==> src/rtl/rv32i_mem_arbiter.sv <==
// rv32i_mem_arbiter: shares the single-ported unified memory between
// instruction fetch (port 0) and load/store data access (port 1).
// One access is in flight at a time; the winner's address, write data and
// write strobe are registered onto the memory bus, read data is captured
// once the memory latency has elapsed, and a done pulse closes the access.
// Timing seen from a request sampled in IDLE at cycle T:
//   gnt at T+1, write done at T+2, read done (with rdata) at T+2+READ_LATENCY.
module rv32i_mem_arbiter #(
  parameter int READ_LATENCY = 1,
  parameter int ROUND_ROBIN  = 1
) (
  input  logic        clk,
  input  logic        rst,
  input  logic        req0,
  input  logic        req1,
  input  logic [31:0] addr0,
  input  logic [31:0] addr1,
  input  logic        wr0,
  input  logic        wr1,
  input  logic [31:0] wdata0,
  input  logic [31:0] wdata1,
  output logic        gnt0,
  output logic        gnt1,
  output logic        done0,
  output logic        done1,
  output logic [31:0] rdata,
  output logic        busy,
  output logic [31:0] mem_addr,
  output logic [31:0] mem_wr_data,
  output logic        mem_wr_ena,
  input  logic [31:0] mem_rd_data
);

  localparam logic [1:0] S_IDLE   = 2'd0;
  localparam logic [1:0] S_ACCESS = 2'd1;
  localparam logic [1:0] S_RESP   = 2'd2;

  // The counter starts at READ_LATENCY so that the ACCESS state spans the
  // memory latency plus the cycle in which mem_rd_data is captured.
  localparam logic [2:0] LAT_CNT = 3'(READ_LATENCY);

  logic [1:0]  state_q, state_d;
  logic [2:0]  cnt_q, cnt_d;
  logic        sel_q, sel_d;
  logic        last_gnt_q, last_gnt_d;
  logic        wr_q, wr_d;
  logic        gnt0_q, gnt0_d;
  logic        gnt1_q, gnt1_d;
  logic [31:0] rdata_q, rdata_d;
  logic [31:0] mem_addr_q, mem_addr_d;
  logic [31:0] mem_wr_data_q, mem_wr_data_d;
  logic        mem_wr_ena_q, mem_wr_ena_d;

  logic        both_req;
  logic        winner;

  // Contention: round robin favours the port that did not win last time,
  // otherwise fetch (port 0) always wins; a lone requester always wins.
  assign both_req = req0 & req1;
  assign winner   = both_req ? ((ROUND_ROBIN != 0) ? ~last_gnt_q : 1'b0) : req1;

  // Next-state logic for the IDLE -> ACCESS -> RESP sequence.
  always_comb begin
    state_d       = state_q;
    cnt_d         = cnt_q;
    sel_d         = sel_q;
    last_gnt_d    = last_gnt_q;
    wr_d          = wr_q;
    rdata_d       = rdata_q;
    mem_addr_d    = mem_addr_q;
    mem_wr_data_d = mem_wr_data_q;
    mem_wr_ena_d  = 1'b0;
    gnt0_d        = 1'b0;
    gnt1_d        = 1'b0;
    case (state_q)
      S_IDLE: begin
        if (req0 || req1) begin
          state_d       = S_ACCESS;
          sel_d         = winner;
          last_gnt_d    = winner;
          wr_d          = winner ? wr1 : wr0;
          mem_addr_d    = winner ? addr1 : addr0;
          mem_wr_data_d = winner ? wdata1 : wdata0;
          mem_wr_ena_d  = winner ? wr1 : wr0;
          cnt_d         = LAT_CNT;
          gnt0_d        = ~winner;
          gnt1_d        = winner;
        end
      end
      S_ACCESS: begin
        if (wr_q) begin
          state_d = S_RESP;
        end else if (cnt_q != 3'd0) begin
          cnt_d = cnt_q - 3'd1;
        end else begin
          state_d = S_RESP;
          rdata_d = mem_rd_data;
        end
      end
      S_RESP: begin
        state_d = S_IDLE;
      end
      default: begin
        state_d = S_IDLE;
      end
    endcase
  end

  // State registers; synchronous reset drops any in-flight access silently.
  always_ff @(posedge clk) begin
    if (rst) begin
      state_q       <= S_IDLE;
      cnt_q         <= 3'd0;
      sel_q         <= 1'b0;
      last_gnt_q    <= 1'b1;
      wr_q          <= 1'b0;
      gnt0_q        <= 1'b0;
      gnt1_q        <= 1'b0;
      rdata_q       <= 32'd0;
      mem_addr_q    <= 32'd0;
      mem_wr_data_q <= 32'd0;
      mem_wr_ena_q  <= 1'b0;
    end else begin
      state_q       <= state_d;
      cnt_q         <= cnt_d;
      sel_q         <= sel_d;
      last_gnt_q    <= last_gnt_d;
      wr_q          <= wr_d;
      gnt0_q        <= gnt0_d;
      gnt1_q        <= gnt1_d;
      rdata_q       <= rdata_d;
      mem_addr_q    <= mem_addr_d;
      mem_wr_data_q <= mem_wr_data_d;
      mem_wr_ena_q  <= mem_wr_ena_d;
    end
  end

  assign gnt0        = gnt0_q;
  assign gnt1        = gnt1_q;
  assign done0       = (state_q == S_RESP) && !sel_q;
  assign done1       = (state_q == S_RESP) && sel_q;
  assign rdata       = rdata_q;
  assign busy        = (state_q != S_IDLE);
  assign mem_addr    = mem_addr_q;
  assign mem_wr_data = mem_wr_data_q;
  assign mem_wr_ena  = mem_wr_ena_q;

endmodule

==> config.mk <==
export PLATFORM = sky130hd
export DESIGN_NAME = rv32i_mem_arbiter
export DESIGN_NICKNAME = d
export VERILOG_FILES = /design/src/rtl/rv32i_mem_arbiter.sv
export SDC_FILE = /design/constraint.sdc
export NUM_CORES = 1
export LEC_CHECK = 0
export ABC_AREA = 0
export CORE_MARGIN = 1.5
export CORE_UTILIZATION = 34
export DETAILED_ROUTE_END_ITERATION = 16
export PLACE_DENSITY = 0.77
export SLEW_MARGIN = 15
export SYNTH_ARGS = -nofsm -noshare
export SYNTH_HDL_FRONTEND = slang
export SYNTH_SLANG_ARGS = --single-unit
==> constraint.sdc <==
create_clock -name clk -period 1.8 [get_ports clk]
set_input_delay 0.36 -clock clk [delete_from_list [all_inputs] [get_ports clk]]
set_output_delay 0.36 -clock clk [all_outputs]
set_load 0.05 [all_outputs]
# After elaboration in Yosys (flattened, before gate mapping)
# Index checks and enable logic that the tools add are counted.
op_classes:
  add_sub_neg: 1
  n_eq_ne: 6
  n_mux: 12
  bitwise_logic: 7
  n_reduce_logical: 13
ops:
  columns: ["op", "n"]
  rows:
  - ["32-bit 2-to-1 mux", 2]
  - ["3-bit 2-to-1 mux", 3]
  - ["2-bit 2-to-1 mux", 3]
  - ["2-bit inequality test, second input constant", 3]
  - ["1-bit inverter", 6]
  - ["3-bit one-hot mux with 2 select lines", 1]
  - ["2-bit one-hot mux with 2 select lines", 1]
  - ["2-bit AND reduction", 2]
  - ["4-bit AND reduction", 1]
  - ["2-bit nonzero test", 2]
  - ["3-bit inequality test, second input constant", 1]
  - ["3-bit AND reduction", 1]
  - ["3-bit nonzero test", 1]
  - ["3-bit OR reduction", 1]
  - ["3-bit by 1-bit subtractor with 3-bit output, second input constant", 1]
  - ["2-bit by 1-bit == test with 1-bit output, second input constant", 1]
  - ["2-bit == test, second input constant", 1]
  - ["1-bit logical AND", 2]
  - ["2-bit zero test", 1]
  - ["1-bit 2-to-1 mux", 2]
  - ["1-bit AND", 1]
  - ["1-bit zero test", 1]
  - ["1-bit logical OR", 1]
totals:
  ff_bits: 107
  input_bits: 166
  output_inout_bits: 102
  word_cells: 50

# Depth between registers and ports, before layout
depth:
  ltp_word: 4
  depth_mapped: 8
  mapped_depth_nobuf: 6

# Worst setup path before layout
# No wires, ideal clock.
synth_timing:
  path_type: "reg2out"
  start: "register state_q[0]"
  end: "output done0"
  arrival_time_ns: 1.603
  required_time_ns: 1.440
  setup_slack_ns: -0.163
  stages_incl_launch_ff: 3
  path_buffers: 1
  cell_sequence: "dfxtp_1 > buf_2 > nor3b_1"
synth_between:
  elab_chain_len: 2
synth_rtl:
  columns: ["element", "line_no", "text"]
  rows:
  - ["from (decl)", "42", "logic [1:0] state_q, state_d;"]
  - ["from (signal assigned)", "124", "state_q <= state_d;"]
  - ["2-bit == test", "140", "assign done0 = (state_q == S_RESP) && !sel_q;"]
  - ["1-bit logical AND", "140", null]
  - ["to (decl)", "24", "output logic done0,"]
# No other way between the ends.

# Worst setup path in the final report
layout_timing:
  start: "register cnt_q[0]"
  end: "register cnt_q[1]"
layout_between:
  elab_chain_len: 4
  elab_cells_between_ends: 7
  classes_between: "add/sub: 1; eq/ne: 1; mux: 3; reduce/logical: 2"
layout_rtl:
  columns: ["element", "line_no", "text"]
  rows:
  - ["from (decl)", "43", "logic [2:0] cnt_q, cnt_d;"]
  - ["from (signal assigned)", "125", "cnt_q <= cnt_d;"]
  - ["3-bit by 1-bit subtractor with 3-bit output", "94", "cnt_d = cnt_q - 3'd1;"]
  - ["3-bit 2-to-1 mux", "93", "end else if (cnt_q != 3'd0) begin"]
  - ["3-bit 2-to-1 mux", "91", "if (wr_q) begin"]
  - ["3-bit one-hot mux with 2 select lines", "75", "case (state_q)"]
# Several ways; a longest one is shown, not always the timed one. The select of a mux whose other input is x is not followed.
# A chain may end at the register's enable or synchronous reset.

==> flow_summary.toml <==
[drt]
drtIter0Drc = 252
viasPerCell = 5.19
drc = 0
wl_per_cell_um = 15.5
via_count = 5046
dr.pass1.iters = 4
antenna_left = 0
totalWireLength_um = 15100

[die]
die_w_um = 118
die_h_um = 118
dieArea_um2 = 13900
start_util_pct = 35.2
coreArea_um2 = 12700
io_pins = 268
rows = 41

[hold_path]
whs_path_depth = 2
whs_endpoint = "sel_q"
hp-class = "input pin to flop"
hold_start = "rst"

[critical_path]
end_kind = "flop"
rr_worst_depth = 6
reg2reg_to = "cnt_q[1]"
r2r-start = "cnt_q[0]"
crit_arrival_ns = 1.98
start_kind = "flop"
rrSetupSlack_ns = 0.07
crit_fanout = 3
path_class = "flop to flop"
cp.required_ns = 2.05

[logic_synthesis]
yosys_warnings = 0
synth_cell_type_count = 35
synth_area_um2 = 4480
syn-num-nets = 725
synth_seq_area_share_pct = 47.8
syn_avg_cell_area_um2 = 8.05
syn_inst = 557
ys_ff_latch = 107

[sta]
hold_violations = 0
min_period_ns = 1.73
setup_violations = 0
fmax_ghz = 0.579
drv_slew = 0
fin_worst_skew_ns = 0.00717
worst_pin_slew_ns = 0.408
timing.slew.headroom_pct = 72.8
fin_crit_sh_pct = 95.9

[power_and_ir_drop]
clkPwrFrac_pct = 26.9
p_int_w = 0.00483
swShare_pct = 36.4
power_switching_w = 0.00276
p_leak_nw = 3.02
p_comb_share_pct = 36.0
seq_power_share_pct = 37.0
peakVddDrop_v = 0.000543
power_per_cell_area_nw_per_um2 = 1010

[clock_tree]
clk_pin_slew_worst_paths_ns = 0.07
clock_path_buffers = 2
cts_inserted_buffers = 9
clock_sinks = 107
cts_tree = "built"
clock_latency_ns = 0.35
cts_root_buf = "clkbuf_16"
ctsHtreeMaxLevel = 3
hold_buffers = 0

[placement]
dp_hpwl_um = 10800
io_buffers = 267
place_congestion = 0.824
placed_area_um2 = 7190

[final_layout]
drive_above_1_share_pct = 18.7
mostFrequentLayoutCell = "nand2_1"
fin_util_pct = 59.1
layout_common_cells = "nand2_1 (195), clkdlybuf4s50_1 (164), dfxtp_1 (105), buf_4 (105), a21oi_1 (100)"
area_delta_synth_final_pct = 67.9
fin_nets = 964
antenna_cells = 0
fillCellCount = 1149
final_cell_area_um2 = 7520

[flow_run]
cap_violations = 0

[global_route]
antenna_found_initial = 0
grt_pass1_vias = 4947
grt_max_degree = 49
grt_overflow = 0
grt_pass1_wl_um = 24000
grt_usage_pct = 21.2

[status]
status = "completed"
==> state kept, by name, indices dropped and copies added (netlist names) <==
register / cells
wr_q: 1
gnt1: 1
mem_addr: 32
last_gnt_q: 1
mem_wr_data: 32
mem_wr_ena: 1
cnt_q: 3
sel_q: 1
gnt0: 1
state_q: 2
rdata: 32
==> cell families after synthesis <==
kind of cell	Yosys count	share of synthesized area, %
mux	1	0.223
simple gates	214	19.6
compound gates	172	25.2
buf+inv	61	6.59
flops	107	47.8
fa+ha+maj	2	0.558
==> final cells by class <==
cell class | instances | area [um2] | share of cell area (%)
Tap cell | 172 | 215 | 2.86
Inverter | 4 | 15.0 | 0.200
Clock inverter | 6 | 71.3 | 0.948
Clock buffer | 10 | 239 | 3.18
Timing Repair Buffer | 285 | 2750 | 36.6
Multi-Input combinational cell | 389 | 2090 | 27.8
Sequential cell | 107 | 2140 | 28.5
==> cell usage after synthesis (all sizes together) <==
| library cell | instances | area (um2) |
|---|---|---|
| nor4bb | 1 | 10.0 |
| a21oi | 100 | 500 |
| nor2 | 5 | 28.8 |
| nand4b | 1 | 8.76 |
| nor2b | 1 | 6.26 |
| inv | 4 | 15.0 |
| or3 | 1 | 6.26 |
| nor3b | 1 | 7.51 |
| o31a | 1 | 8.76 |
| o41ai | 2 | 17.5 |
| or4b | 1 | 13.8 |
| clkbuf | 21 | 78.8 |
| and3b | 1 | 8.76 |
| nand4bb | 1 | 11.3 |
| a21bo | 1 | 10.0 |
| a221o | 1 | 10.0 |
| nor4b | 2 | 23.8 |
| buf | 36 | 201 |
| ha | 2 | 25.0 |
| a21boi | 1 | 11.3 |
| a311oi | 64 | 561 |
| mux2i | 1 | 10.0 |
| dfxtp | 107 | 2140 |
| a211oi | 1 | 7.51 |
| nand2 | 195 | 732 |
| or2 | 1 | 6.26 |
| o21ai | 1 | 5.00 |
| nor3 | 3 | 15.0 |
==> through the flow <==
step	setup TNS, ns	hold slack, ns	instances	worst slack (ns)	total power (W)
6_report	0	0.397	973	0.0734	0.00760
5_1_grt	-0.00783	0.402	973	-0.00484	0.00794
4_1_cts	0	0.383	972	0.0107	0.00766
3_5_place_dp	-2.97	0.447	956	-0.145	0.00560
3_3_place_gp	-0.228	0.443	956	-0.0914	0.00554
2_1_floorplan	0	0.451	557	0.0956	0.00449
==> routing by layer <==
| metal | share of wire (%) | track usage (%) | up-vias |
|---|---|---|---|
| met5 | 0 | 0 | - |
| met4 | 3.4 | 10.8 | 0 |
| met1 | 39 | 23.2 | 2328 |
| met3 | 7.9 | 5.62 | 41 |
| li1 | - | - | 2436 |
| met2 | 49 | 37.7 | 241 |
==> critical path, cell delays in order, from the launching register on <==
cell and delay [ns]:
dfxtp_2 0.34, inv_1 0.05, ha_1 0.20, ha_2 0.18, or4b_4 0.48, or3_1 0.32, o41ai_1 0.06
==> worst max-delay path by stage <==
| stage | startpoint | to | slack [ns] |
|---|---|---|---|
| finish | cnt_q[0] | cnt_q[1] | 0.07 |
| global placement | req0 | wr_q | -0.09 |
| detailed placement | req1 | mem_addr[16] | -0.15 |
| global route | cnt_q[0] | rdata[30] | -0.005 |
| floorplan | cnt_q[0] | cnt_q[1] | 0.1 |
| CTS | cnt_q[0] | cnt_q[1] | 0.01 |
==> power by group through the flow <==
stage	registers, W	clock network (W)	logic [W]
2_1_floorplan	0.00370	0	0.000794
3_3_place_gp	0.00285	0	0.00269
3_5_place_dp	0.00286	0	0.00274
4_1_cts	0.00281	0.00211	0.00274
5_1_grt	0.00285	0.00220	0.00290
6_report	0.00281	0.00204	0.00274
==> what timing repair did <==
item / CTS / global route
setup endpoints to repair: 0 / 4
resized for setup: 0 / 4
buffers inserted: 0 / 1
No activity file was read; power rests on OpenSTA's default activity.
